## config.mk

```make
export PLATFORM = sky130hd
export DESIGN_NAME = async_handshake_sink
export DESIGN_NICKNAME = d
export VERILOG_FILES = /design/src/rtl/async_handshake_sink_pkg.sv /design/src/rtl/sync_fifo.sv /design/src/rtl/async_handshake_sink.sv
export SDC_FILE = /design/constraint.sdc
export NUM_CORES = 1
export LEC_CHECK = 0
export ABC_AREA = 1
export CAP_MARGIN = 5
export CORE_MARGIN = 2
export CORE_UTILIZATION = 40
export DETAILED_ROUTE_END_ITERATION = 10
export DONT_BUFFER_PORTS = 1
export GPL_ROUTABILITY_DRIVEN = 0
export MAX_ROUTING_LAYER = met4
export SKIP_CTS_REPAIR_TIMING = 1
export SLEW_MARGIN = 20
export SYNTH_ARGS = -nofsm -noshare
export SYNTH_HDL_FRONTEND = slang
export SYNTH_SLANG_ARGS = --single-unit
```

## constraint.sdc

```tcl
create_clock -name clk -period 3.1 [get_ports clk]
set_input_delay 0.465 -clock clk [delete_from_list [all_inputs] [get_ports clk]]
set_output_delay 0.465 -clock clk [all_outputs]
set_load 0.02 [all_outputs]
```

## src/rtl/async_handshake_sink_pkg.sv

```systemverilog
// Shared definitions for the async_handshake crossing: FSM state encodings
// and the default data width, used by both the sink and the source-side driver.
package async_handshake_sink_pkg;

    localparam int DATA_W_DEFAULT = 8;

    typedef enum logic [1:0] {
        HS_IDLE = 2'd0,
        HS_PEND = 2'd1,
        HS_ACK  = 2'd2
    } hs_state_t;

endpackage

```

## src/rtl/sync_fifo.sv

```systemverilog
// Small synchronous FIFO with wrap-around counters; out-of-range pushes/pops
// are ignored and the read port holds the last popped word while empty.
module sync_fifo #(
    parameter int DATA_W = 8,
    parameter int DEPTH  = 4
) (
    input  logic                     clk,
    input  logic                     rst,
    input  logic                     wr_en,
    input  logic [DATA_W-1:0]        wr_data,
    input  logic                     rd_en,
    output logic [DATA_W-1:0]        rd_data,
    output logic [$clog2(DEPTH):0]   count,
    output logic                     full,
    output logic                     empty
);
    localparam int AW = $clog2(DEPTH);
    localparam logic [AW:0] FULL_CNT = (AW+1)'(DEPTH);
    localparam logic [AW:0] ONE      = (AW+1)'(1);

    logic [DATA_W-1:0] mem [DEPTH];
    logic [AW:0]       wr_cnt;
    logic [AW:0]       rd_cnt;
    logic [DATA_W-1:0] last_q;
    logic              do_wr;
    logic              do_rd;

    assign count = wr_cnt - rd_cnt;
    assign empty = (wr_cnt == rd_cnt);
    assign full  = (count == FULL_CNT);
    assign do_wr = wr_en & ~full;
    assign do_rd = rd_en & ~empty;

    always_ff @(posedge clk) begin
        if (rst) begin
            wr_cnt <= '0;
            rd_cnt <= '0;
            last_q <= '0;
        end else begin
            if (do_wr) wr_cnt <= wr_cnt + ONE;
            if (do_rd) begin
                rd_cnt <= rd_cnt + ONE;
                last_q <= mem[rd_cnt[AW-1:0]];
            end
        end
    end

    // Storage needs no reset: an entry is only visible after it is written.
    always_ff @(posedge clk) begin
        if (do_wr) mem[wr_cnt[AW-1:0]] <= wr_data;
    end

    assign rd_data = empty ? last_q : mem[rd_cnt[AW-1:0]];

endmodule

```

## src/rtl/async_handshake_sink.sv

```systemverilog
// Destination-side responder of the async_handshake crossing: captures pulsed
// words into a FIFO, acks them, and re-presents them as a valid/ready stream.
// Optional stall counter enabled by defining ASYNC_HS_SINK_STATS_EN.
module async_handshake_sink
    import async_handshake_sink_pkg::*;
#(
    parameter int DATA_W = DATA_W_DEFAULT,
    parameter int DEPTH  = 4
`ifdef ASYNC_HS_SINK_STATS_EN
    , parameter int CNT_W = 16
`endif
) (
    input  logic                     clk,
    input  logic                     rst,
    input  logic [DATA_W-1:0]        hs_data,
    input  logic                     hs_valid,
    output logic                     hs_ready,
    output logic [DATA_W-1:0]        out_data,
    output logic                     out_valid,
    input  logic                     out_ready,
    output logic [$clog2(DEPTH):0]   count,
    output logic                     proto_err
`ifdef ASYNC_HS_SINK_STATS_EN
    , output logic [CNT_W-1:0]       stall_cnt
`endif
);
    hs_state_t state;
    hs_state_t state_nxt;
    logic      wr_en;
    logic      rd_en;
    logic      full;
    logic      empty;

    sync_fifo #(
        .DATA_W (DATA_W),
        .DEPTH  (DEPTH)
    ) u_fifo (
        .clk     (clk),
        .rst     (rst),
        .wr_en   (wr_en),
        .wr_data (hs_data),
        .rd_en   (rd_en),
        .rd_data (out_data),
        .count   (count),
        .full    (full),
        .empty   (empty)
    );

    assign out_valid = ~empty;
    assign rd_en     = out_ready & ~empty;
    assign hs_ready  = (state == HS_ACK);

    // full reflects the registered count, so a same-cycle pop never frees a slot early.
    always_comb begin
        state_nxt = state;
        wr_en     = 1'b0;
        case (state)
            HS_IDLE: begin
                if (hs_valid) begin
                    if (!full) begin
                        wr_en     = 1'b1;
                        state_nxt = HS_ACK;
                    end else begin
                        state_nxt = HS_PEND;
                    end
                end
            end
            HS_PEND: begin
                if (!full) begin
                    wr_en     = 1'b1;
                    state_nxt = HS_ACK;
                end
            end
            HS_ACK:  state_nxt = HS_IDLE;
            default: state_nxt = HS_IDLE;
        endcase
    end

    always_ff @(posedge clk) begin
        if (rst) begin
            state     <= HS_IDLE;
            proto_err <= 1'b0;
        end else begin
            state <= state_nxt;
            if (hs_valid && state != HS_IDLE) proto_err <= 1'b1;
        end
    end

`ifdef ASYNC_HS_SINK_STATS_EN
    always_ff @(posedge clk) begin
        if (rst) begin
            stall_cnt <= '0;
        end else if (state == HS_PEND && stall_cnt != '1) begin
            stall_cnt <= stall_cnt + CNT_W'(1);
        end
    end
`endif

endmodule

```

==> metrics.txt <==
clock skew=~0.012 ns; Slew HR=a little under three fifths; WL/cell=15.1 um; CTS Buffer Depth=2; Main synth FF type=edfxtp_1; status=finished, final reports clean; placed insts=290; Post-Syn Nets=242; CTS tree=done; CTS Sinks=51; Reg area=1340 um2; Gate Count Post-Synth=between 200 and 250; worst skew pair latency=between 0.3 and 0.4 ns; I/O pins=26; htree depth=2; All-Layer GR Usage=15.6%; hpwl dp=3330 um; post-synthesis xor/xnor area fraction=0.783%; post-synth top area share=42.9%; IO buf count=0; FILL cells=~500; diode count=0; Final setup viols=0; TritonRoute pass-1 iters=4; Synth Area in Compound Gates=10.8%; RSZ-0062 raised after global routing=false; Setup CP Type=register to register; largest family of logic cells by synthesized area=simple AND/OR/NAND/NOR gates; fin crit period=2.46 ns; max-cap violation count=0; Fin. Hold Viols=0; fin. max-slew vios=0; synthesized-area fraction occupied by adder cells=4.81%; Crit path arrival time=2.41 ns; cell area after synthesis=2240 um2; Worst Hold Class=input port to register; Setup crit start kind=register; Yosys reg bits=51; hold path depth=1; DP Worst Slack=0.623 ns; drt total wl=about 4500 um; Worst Max-Slew Pin Slew=between 0.6 and 0.7 ns; largest net degree at the start of global routing=20; CP Max Fanout=8; Layout Area Growth over Synthesis=7.27%; total CTS buffers=5; Synth Area in Simple Gates=a little under a fifth; R2R cell count=7; vias per inst=4.89; Worst setup EP type=register; Syn Area/Cell=10.1 um2; GRT Residual Overflow=0; WHS=0.199 ns; Initial DRC Count=130; Synth area leader=edfxtp_1; commonest non-fill, non-tap cells in the layout=47 x nor2_1, 37 x nand2_1, 32 x edfxtp_1, 21 x inv_1, 19 x dfxtp_1; die area=between 6000 and 7000 um2; area of the multi-input gates=785 um2; initial antenna violation count=0; Seq/Total Area, Yosys=about three fifths; number of enable flip-flop cells after synthesis=32; final net count=245; commonest non-fill, non-tap cell in the layout=nor2_1; DRC viols=0; clk slew on worst S/H paths=0.10 ns; Setup TNS Final=0 ns; vias in the first global route=1348; fmax=407 MHz; initial core utilization=41.2%; Yosys warnings=0; WP data required=just over 3 ns; Post-synth ARST share=0%; post-synthesis mux area share=0%; post-route ant nets=0; via count=between 1000 and 1500; fin cells=298; Synth area leaders=edfxtp_1 43%, dfxtp_1 17%, nor2_1 7.9%; die width=between 70 and 80 um; Synth cell types=27; share of cells above drive strength 1=11.1%; fin worst setup slack=0.643 ns; row cnt=27; Root Buffer=clkbuf_8; period utilisation layout=79.3%; first-pass GRT wire length=7040 um; die height=78.8 um; Core ar.=between 5000 and 6000 um2
## Yosys cell counts (3+ instances only)
library cell / number
dfxtp_1: 19
o21ai_2: 7
o21ai_0: 18
o22ai_1: 8
edfxtp_1: 32
nand2_2: 3
nor2_1: 47
inv_1: 21
ha_1: 7
nand2_1: 37
nand3_1: 3
## metrics by stage
stage	instance area, um2	util, %
floorplan	2240	-
global placement	2300	42.4
detailed placement	2300	42.4
CTS	2400	44.1
global route	2400	44.1
finish	2400	44.1
## per-layer routing
layer	global-route usage [%]	share of wire (%)	wire, um	vias up
li1	-	-	-	740
met1	20.8	45	2020	663
met2	23.2	47	2120	48
met3	4.09	6.8	307	5
met4	5.26	1.4	61	0
met5	-	0	0	-
## worst max-delay path: stages (launching register included)
cell and delay (ns):
dfxtp_1 0.40, inv_1 0.10, ha_1 0.21, fa_1 0.39
nand3b_1 0.22, nand3_2 0.14, nand2_2 0.11, nor2_1 0.52
## final cells by class
class	count	share of cell area [%]
Sequential cell	51	55.9
Multi-Input combinational cell	145	32.7
Tap cell	72	3.75
Inverter	22	3.65
Clock buffer	5	2.87
Clock inverter	3	1.20
## registers in the layout, summed over array words and instances, names as in the netlist, named ones only
signal	cells
u_fifo.rd_cnt	3
proto_err	1
u_fifo.mem	32
state	2
u_fifo.wr_cnt	3
u_fifo.last_q	8
## final timing paths
kind	start	end	slack, ns
worst min register to register	state[1]	state[0]	0.48
worst min-delay path	rst	u_fifo.rd_cnt[2]	0.20
worst max register to register	u_fifo.wr_cnt[0]	u_fifo.mem[2][0]	0.64
worst max-delay path	u_fifo.wr_cnt[0]	u_fifo.mem[2][0]	0.64
## cell families after synthesis
kind of cell | count (synthesis)
adder cells (fa/ha/maj) | 8
buffers and inverters | 26
flip-flops | 51
AO/OA/AOI/OAI | 38
XOR/XNOR | 2
AND/OR/NAND/NOR | 97
Power is left out: the tool's default activity adds up to more than one toggle a clock period on the data nets, which glitch-free logic cannot reach.
